### src/rtl/debug_sequencer_pkg.sv
// debug_sequencer_pkg: op codes, capture-mux selects, FSM states and op decode helpers
package debug_sequencer_pkg;
   localparam logic [2:0] DEBUG_OP_NOP    = 3'd0;
   localparam logic [2:0] DEBUG_OP_MEM_RD = 3'd1;
   localparam logic [2:0] DEBUG_OP_MEM_WR = 3'd2;
   localparam logic [2:0] DEBUG_OP_REG_RD = 3'd3;
   localparam logic [2:0] DEBUG_OP_CC_RD  = 3'd4;
   localparam logic [2:0] DEBUG_OP_PC_RD  = 3'd5;
   localparam logic [1:0] DEBUG_DATAX_DIN       = 2'd0;
   localparam logic [1:0] DEBUG_DATAX_REGB_DATA = 2'd1;
   localparam logic [1:0] DEBUG_DATAX_CC_DATA   = 2'd2;
   localparam logic [1:0] DEBUG_DATAX_PC_A_NEXT = 2'd3;
   typedef enum logic [2:0] {
      ST_RUN, ST_HALT_WAIT, ST_HALTED, ST_EXEC, ST_CAPTURE, ST_ACK
   } dbg_state_t;
   function automatic logic is_mem(input logic [2:0] c);
      return c == DEBUG_OP_MEM_RD || c == DEBUG_OP_MEM_WR;
   endfunction
   function automatic logic is_read(input logic [2:0] c);
      return c inside {DEBUG_OP_MEM_RD, DEBUG_OP_REG_RD, DEBUG_OP_CC_RD, DEBUG_OP_PC_RD};
   endfunction
   // codes 6-7 fall outside this range and behave as NOP
   function automatic logic is_op(input logic [2:0] c);
      return c inside {[DEBUG_OP_MEM_RD:DEBUG_OP_PC_RD]};
   endfunction
   function automatic logic [1:0] datax_sel(input logic [2:0] c);
      return c == DEBUG_OP_REG_RD ? DEBUG_DATAX_REGB_DATA :
             c == DEBUG_OP_CC_RD  ? DEBUG_DATAX_CC_DATA   :
             c == DEBUG_OP_PC_RD  ? DEBUG_DATAX_PC_A_NEXT : DEBUG_DATAX_DIN;
   endfunction
endpackage

### src/rtl/debug_sequencer_if.sv
// debug_sequencer_if: debug port, core halt and debug bus signals of the sequencer
interface debug_sequencer_if;
   logic       i_debug_stop;
   logic       i_debug_req;
   logic [3:0] i_debug_op;
   logic       i_instr_boundary;
   logic       i_bus_rdy;
   logic       o_debug_ack;
   logic       o_cpu_halt;
   logic       o_debug_halted;
   logic       o_bus_req;
   logic       o_bus_wr;
   logic       o_regb_rd_en;
   logic [1:0] o_debug_datax;
   logic       o_debug_ld_data_en;
   logic       o_debug_addr_inc_en;
   logic       o_debug_err;
   modport slave(
      input  i_debug_stop, i_debug_req, i_debug_op, i_instr_boundary, i_bus_rdy,
      output o_debug_ack, o_cpu_halt, o_debug_halted, o_bus_req, o_bus_wr, o_regb_rd_en,
             o_debug_datax, o_debug_ld_data_en, o_debug_addr_inc_en, o_debug_err
   );
   modport master(
      output i_debug_stop, i_debug_req, i_debug_op, i_instr_boundary, i_bus_rdy,
      input  o_debug_ack, o_cpu_halt, o_debug_halted, o_bus_req, o_bus_wr, o_regb_rd_en,
             o_debug_datax, o_debug_ld_data_en, o_debug_addr_inc_en, o_debug_err
   );
endinterface

### src/rtl/debug_sequencer_bus_timer.sv
// debug_bus_timer: counts bus-wait cycles while i_run is high; flags the last allowed cycle
module debug_bus_timer #(
   parameter int TIMEOUT_CYCLES = 64
) (
   input  logic i_clk,
   input  logic i_rst,
   input  logic i_run,
   output logic o_expired
);
   logic [7:0] r_cnt;
   always_ff @(posedge i_clk) r_cnt <= (i_rst || !i_run) ? 8'd0 : r_cnt + 8'd1;
   assign o_expired = i_run && r_cnt == 8'(TIMEOUT_CYCLES - 1);
endmodule

### src/rtl/debug_sequencer.sv
// debug_sequencer: halts the core at an instruction boundary and runs one debug op per 4-phase request
module debug_sequencer
  import debug_sequencer_pkg::*;
#(
  parameter int TIMEOUT_CYCLES = 64
) (
  input logic              i_clk,
  input logic              i_rst,
  debug_sequencer_if.slave io_dbg
);
  dbg_state_t r_state, w_next;
  logic [3:0] r_op;
  logic [1:0] r_datax;
  logic       r_err;
  logic [2:0] w_code;
  logic       w_mem, w_read, w_timeout, w_live, w_accept;
  assign w_code   = r_op[3:1];
  assign w_mem    = is_mem(w_code);
  assign w_read   = is_read(w_code);
  assign w_live   = !i_rst;
  assign w_accept = r_state == ST_HALTED && io_dbg.i_debug_req;
`ifdef DEBUG_TIMEOUT_EN
  logic w_expired;
  debug_bus_timer #(.TIMEOUT_CYCLES(TIMEOUT_CYCLES)) u_timer (
    .i_clk(i_clk), .i_rst(i_rst), .i_run(r_state == ST_EXEC && w_mem), .o_expired(w_expired)
  );
  assign w_timeout = w_expired && !io_dbg.i_bus_rdy;
`else
  assign w_timeout = 1'b0;
`endif
  always_ff @(posedge i_clk) begin
    if (i_rst) begin
      r_state <= ST_RUN;
      r_op    <= 4'd0;
      r_datax <= DEBUG_DATAX_DIN;
      r_err   <= 1'b0;
    end else begin
      r_state <= w_next;
      if (w_accept) r_op <= io_dbg.i_debug_op;
      if (r_state == ST_EXEC && w_next == ST_CAPTURE && w_read) r_datax <= datax_sel(w_code);
      r_err <= w_accept ? 1'b0 : r_err | w_timeout;
    end
  end
  always_comb begin
    w_next = r_state;
    case (r_state)
      ST_RUN:       w_next = io_dbg.i_debug_stop ? ST_HALT_WAIT : ST_RUN;
      ST_HALT_WAIT: w_next = !io_dbg.i_debug_stop ? ST_RUN : io_dbg.i_instr_boundary ? ST_HALTED : ST_HALT_WAIT;
      ST_HALTED:    w_next = io_dbg.i_debug_req ? ST_EXEC : !io_dbg.i_debug_stop ? ST_RUN : ST_HALTED;
      ST_EXEC:      w_next = w_timeout ? ST_ACK : (!w_mem || io_dbg.i_bus_rdy) ? ST_CAPTURE : ST_EXEC;
      ST_CAPTURE:   w_next = ST_ACK;
      ST_ACK:       w_next = io_dbg.i_debug_req ? ST_ACK : ST_HALTED;
      default:      w_next = ST_RUN;
    endcase
    io_dbg.o_cpu_halt          = w_live && r_state inside {ST_HALTED, ST_EXEC, ST_CAPTURE, ST_ACK};
    io_dbg.o_debug_halted      = io_dbg.o_cpu_halt;
    io_dbg.o_bus_req           = w_live && r_state == ST_EXEC && w_mem;
    io_dbg.o_bus_wr            = io_dbg.o_bus_req && w_code == DEBUG_OP_MEM_WR;
    io_dbg.o_regb_rd_en        = w_live && r_state == ST_EXEC && w_code == DEBUG_OP_REG_RD;
    io_dbg.o_debug_ld_data_en  = w_live && r_state == ST_CAPTURE && w_read;
    io_dbg.o_debug_addr_inc_en = w_live && r_state == ST_CAPTURE && r_op[0] && is_op(w_code);
    io_dbg.o_debug_ack         = w_live && r_state == ST_ACK;
    io_dbg.o_debug_datax       = r_datax;
    io_dbg.o_debug_err         = r_err;
  end
endmodule

### src/flat_wrapper.sv
// flat-port wrapper written by rule: the top's interface ports become plain ports
module debug_sequencer_flat import debug_sequencer_pkg::*;
#(
  parameter int TIMEOUT_CYCLES = 64
)
  (i_clk, i_rst, io_dbg_i_debug_stop, io_dbg_i_debug_req, io_dbg_i_debug_op, io_dbg_i_instr_boundary, io_dbg_i_bus_rdy, io_dbg_o_debug_ack, io_dbg_o_cpu_halt, io_dbg_o_debug_halted, io_dbg_o_bus_req, io_dbg_o_bus_wr, io_dbg_o_regb_rd_en, io_dbg_o_debug_datax, io_dbg_o_debug_ld_data_en, io_dbg_o_debug_addr_inc_en, io_dbg_o_debug_err);
  debug_sequencer_if io_dbg_i ();
  input logic i_clk;
  input logic i_rst;
  input wire logic [$bits(io_dbg_i.i_debug_stop)-1:0] io_dbg_i_debug_stop;
  input wire logic [$bits(io_dbg_i.i_debug_req)-1:0] io_dbg_i_debug_req;
  input wire logic [$bits(io_dbg_i.i_debug_op)-1:0] io_dbg_i_debug_op;
  input wire logic [$bits(io_dbg_i.i_instr_boundary)-1:0] io_dbg_i_instr_boundary;
  input wire logic [$bits(io_dbg_i.i_bus_rdy)-1:0] io_dbg_i_bus_rdy;
  output wire logic [$bits(io_dbg_i.o_debug_ack)-1:0] io_dbg_o_debug_ack;
  output wire logic [$bits(io_dbg_i.o_cpu_halt)-1:0] io_dbg_o_cpu_halt;
  output wire logic [$bits(io_dbg_i.o_debug_halted)-1:0] io_dbg_o_debug_halted;
  output wire logic [$bits(io_dbg_i.o_bus_req)-1:0] io_dbg_o_bus_req;
  output wire logic [$bits(io_dbg_i.o_bus_wr)-1:0] io_dbg_o_bus_wr;
  output wire logic [$bits(io_dbg_i.o_regb_rd_en)-1:0] io_dbg_o_regb_rd_en;
  output wire logic [$bits(io_dbg_i.o_debug_datax)-1:0] io_dbg_o_debug_datax;
  output wire logic [$bits(io_dbg_i.o_debug_ld_data_en)-1:0] io_dbg_o_debug_ld_data_en;
  output wire logic [$bits(io_dbg_i.o_debug_addr_inc_en)-1:0] io_dbg_o_debug_addr_inc_en;
  output wire logic [$bits(io_dbg_i.o_debug_err)-1:0] io_dbg_o_debug_err;
  assign io_dbg_i.i_debug_stop = io_dbg_i_debug_stop;
  assign io_dbg_i.i_debug_req = io_dbg_i_debug_req;
  assign io_dbg_i.i_debug_op = io_dbg_i_debug_op;
  assign io_dbg_i.i_instr_boundary = io_dbg_i_instr_boundary;
  assign io_dbg_i.i_bus_rdy = io_dbg_i_bus_rdy;
  assign io_dbg_o_debug_ack = io_dbg_i.o_debug_ack;
  assign io_dbg_o_cpu_halt = io_dbg_i.o_cpu_halt;
  assign io_dbg_o_debug_halted = io_dbg_i.o_debug_halted;
  assign io_dbg_o_bus_req = io_dbg_i.o_bus_req;
  assign io_dbg_o_bus_wr = io_dbg_i.o_bus_wr;
  assign io_dbg_o_regb_rd_en = io_dbg_i.o_regb_rd_en;
  assign io_dbg_o_debug_datax = io_dbg_i.o_debug_datax;
  assign io_dbg_o_debug_ld_data_en = io_dbg_i.o_debug_ld_data_en;
  assign io_dbg_o_debug_addr_inc_en = io_dbg_i.o_debug_addr_inc_en;
  assign io_dbg_o_debug_err = io_dbg_i.o_debug_err;
  debug_sequencer #(.TIMEOUT_CYCLES(TIMEOUT_CYCLES)) u_core (.i_clk(i_clk), .i_rst(i_rst), .io_dbg(io_dbg_i));
endmodule
### config.mk
export PLATFORM = sky130hd
export DESIGN_NAME = debug_sequencer_flat
export DESIGN_NICKNAME = d
export VERILOG_FILES = /design/src/rtl/debug_sequencer_pkg.sv /design/src/rtl/debug_sequencer_if.sv /design/src/rtl/debug_sequencer_bus_timer.sv /design/src/rtl/debug_sequencer.sv /design/src/flat_wrapper.sv
export SDC_FILE = /design/constraint.sdc
export NUM_CORES = 1
export LEC_CHECK = 0
export ABC_AREA = 1
export CAP_MARGIN = 25
export CELL_PAD_IN_SITES_DETAIL_PLACEMENT = 1
export CELL_PAD_IN_SITES_GLOBAL_PLACEMENT = 2
export CORE_ASPECT_RATIO = 0.9
export CORE_MARGIN = 10
export CORE_UTILIZATION = 22
export DETAILED_ROUTE_END_ITERATION = 8
export HOLD_SLACK_MARGIN = 0.03
export PLACE_DENSITY = 0.87
export SLEW_MARGIN = 20
export SYNTH_ARGS = -nofsm -noshare
export SYNTH_HDL_FRONTEND = slang
export SYNTH_SLANG_ARGS = --single-unit
export TNS_END_PERCENT = 30
### constraint.sdc
create_clock -name i_clk -period 1.79 [get_ports i_clk]
set_input_delay 0.179 -clock i_clk [delete_from_list [all_inputs] [get_ports i_clk]]
set_output_delay 0.179 -clock i_clk [all_outputs]
set_load 0.01 [all_outputs]
==> summary.txt, run 1 <==
Finish
  • Most common cell after layout, fill and taps aside: nor2_1
  • FF/Latch Area: 181.4 um2
  • Commonest non-fill, non-tap cells in the layout: nor2_1, inv_1, nand2_1, clkdlybuf4s50_1
  • Layout Nets: 123
  • Number of diodes: 0
  • Final instance area: 820.8 um2
  • Final core occ: 0.3356
  • Multi-input gate area: 309.0 um2
  • Area delta synth->final: 46.43%
  • Share of cells above drive strength 1: 0.1964
  • Filler cells: 317

Timing
  • RSZ-0062 raised after global routing: yes
  • Final setup fails: 0
  • Clock period minus worst slack: 1713 ps
  • Final worst-path cycle share: 0.9568
  • Hold Fails Final Rpt: 0
  • Final Max Slew Viols: 0
  • Maximum clock frequency: 583.9 MHz
  • Final setup skew: 0.4541 ps

Yosys
  • Synth Cell Area: 560.5 um2
  • Post-Syn Area per Cell: 6.443 um2
  • Synth warn: 0
  • Post-synthesis mux area share: 0
  • Top cell type's share of synthesized area: 0.3214
  • XOR/XNOR Fraction of Synth Area: 0
  • Register bit total from synthesis: 9
  • Register area share after synthesis: 0.3214
  • Adder and majority cell fraction of the synthesized area: 0
  • Main combinational cell family by area after synthesis: simple AND/OR/NAND/NOR gates
  • Synth area leaders: dfxtp_1, nor2_1, inv_1, nand2_1, nand3_1
  • Simple-gate share of the synthesized area: 0.4085
  • Mapped Cells: 87
  • Compound-Gate Fraction of Synth Area: 0.1295
  • Post-Syn Nets: 97
  • Cell taking the most area after synthesis: dfxtp_1
  • Synth unique cells: 18

Clocking
  • Worst skew pair latency: 250 ps
  • CTS tree: yes
  • Root buf cell: clkbuf_4
  • H-tree depth: 1
  • Total CTS buffers: 3
  • Hold_buf cts: 0
  • Clock sinks: 9
  • Clock Path Buffers: 2
  • Clock transition at path regs: 60 ps

Global route
  • Antenna violations before repair: 0
  • Global-route usage over all layers: 0.07030
  • Gr ovfl total: 0
  • First-pass GRT wire length: 2808 um
  • Vias in the first global route: 623
  • Largest net degree at the start of global routing: 9

Worst setup path
  • Critical path type: in -> out
  • Worst reg-to-reg path cell count: 7
  • R2r setup slk: 630 ps
  • R2r startpoint: u_core.r_op[3]
  • CP Buf/Inv Count: 4
  • Worst Path Arrival: 1530 ps
  • Crit-path cells: clkdlybuf4s50_1 > buf_4 > buf_4 > nor2_1 > clkdlybuf4s50_1
  • CP required: 1610 ps
  • Top delay family on crit path: buffers and inverters
  • Startpoint type of the worst setup path: input port
  • Worst path max stage delay: 540 ps
  • Worst R2R End: u_core.io_dbg.o_debug_datax[1]
  • Critical Path End Type: output port
  • Crit-path slowest cell: clkdlybuf4s50_1
  • CP max FO: 5

Route
  • Post-route DRC violation count: 0
  • DR pass1 iterations: 4
  • Wire per inst: 11.99 um
  • Post-DRT Antenna Nets: 0
  • First DRT Iteration DRCs: 30
  • Final WL: 1678 um
  • Via count: 619
  • Vias per inst: 4.421

Floorplanning
  • Die H: 67.89 um
  • Initial Util: 0.2292
  • DIE AREA: 4970 um2
  • Core area: 2446 um2
  • Die X: 73.21 um
  • Io pins: 21
  • Site row count: 17

Min path
  • Hold Path Depth: 2
  • Hold EP: u_core.io_dbg.o_debug_datax[0]
  • Worst Hold Class: reg -> reg
  • Hold_sp: u_core.io_dbg.o_debug_datax[0]

Power
  • Clk network pwr share: 0.359
  • Sw Share: 0.2491
  • Sw Pwr: 107.7 uW
  • Leakage: 0.3647 nW
  • Cell Int Power: 324.9 uW
  • Reg power frac: 0.486
  • VDD IR max: 0.1978 mV
  • Share of total power in combinational logic: 0.155
  • Pwr per Cell Area: 527.1 nW/um2

Place
  • Area post-placement: 800.8 um2
  • PortBufs: 19
  • Global placement routability congestion: 0.7924
  • Post-DP HPWL: 1465 um

Job
  • Max cap viols: 0

Outcome
  • Status: complete, no violations
## Yosys cell counts (all sizes together)
| cell type | count |
|---|---|
| a21oi | 7 |
| a211oi | 1 |
| nor2 | 16 |
| buf | 2 |
| nor3 | 2 |
| inv | 16 |
| conb | 1 |
| o21ai | 6 |
| nand2 | 13 |
| nand4 | 3 |
| nand3 | 11 |
| dfxtp | 9 |
## worst max-delay path by stage
stage | from | end | slack, ps | cells past startpoint
after floorplan | u_core.r_state[1] | io_dbg_o_debug_halted | 530 | 7
after global placement | i_rst | io_dbg_o_bus_wr | 50 | 6
after detailed placement | i_rst | io_dbg_o_bus_wr | 10 | 6
final | i_rst | io_dbg_o_debug_ack | 80 | 5
after global routing | u_core.r_state[1] | io_dbg_o_debug_ack | -40 | 4
after CTS | i_rst | io_dbg_o_debug_ack | 50 | 5
## worst reg2reg max path, cell delays in order, from the launching register on
cell and delay [ps]:
dfxtp_1 330, inv_1 160, nand3_1 120, nand2_1 150, nand2_2 100, nand3_2 80
nand2_1 60, a21oi_1 110
## metal layers
layer,GRT usage,part of all wire,routed length [um]
met1,0.07756,0.41,686
met2,0.1234,0.51,861
met3,0.02601,0.075,126
met4,0.02133,0.0030,5
met5,0,0,0
## cell type report
cell class / instances / share of cell area
Multi-Input combinational cell: 60 / 0.3765
Sequential cell: 9 / 0.2210
Timing Repair Buffer: 23 / 0.2546
Tap cell: 28 / 0.04268
Clock buffer: 4 / 0.03201
Inverter: 16 / 0.07317
## state kept, by name (all words and copies together), names as in the netlist
name                         flops
u_core.r_state                   3
u_core.io_dbg.o_debug_datax      2
u_core.r_op                      4
## per-stage QoR
stage | instances | power (mW) | TNS, ps | worst slack, ps | hold WS (ps)
after detailed placement | 136 | 0.2826 | 0 | 10.55 | 452.2
after global routing | 140 | 0.4623 | -43.73 | -43.73 | 489.7
after CTS | 140 | 0.4422 | 0 | 51.76 | 460.8
final | 140 | 0.4326 | 0 | 77.42 | 459.7
after global placement | 136 | 0.2818 | 0 | 49.44 | 450.3
after floorplan | 87 | 0.2466 | 0 | 527.7 | 248.1
## cell families after synthesis
logic type / count (synthesis)
flip-flops: 9
buffers and inverters: 18
other: 1
AND/OR/NAND/NOR: 45
AO/OA/AOI/OAI: 14
## power groups by stage
stage                     logic (mW)  registers (mW)  clock network (mW)
after CTS                     0.0677           0.210               0.164
after floorplan               0.0331           0.214                   0
after global placement        0.0673           0.214                   0
after global routing          0.0751           0.211               0.176
after detailed placement      0.0680           0.215                   0
final                         0.0672           0.210               0.155
## repair_timing
| item | CTS | global route |
|---|---|---|
| endpoints found under the setup margin | 7 | 3 |
| buffers inserted | 0 | 0 |
| gates resized for setup | 9 | 3 |
Power figures use the tool's default switching activity.
==> run 2, diff against run 1 <==
- SLEW_MARGIN: 20 -> 5
==> results of run 2 <==
Final layout, timing and power as in run 1 (identical DEF).
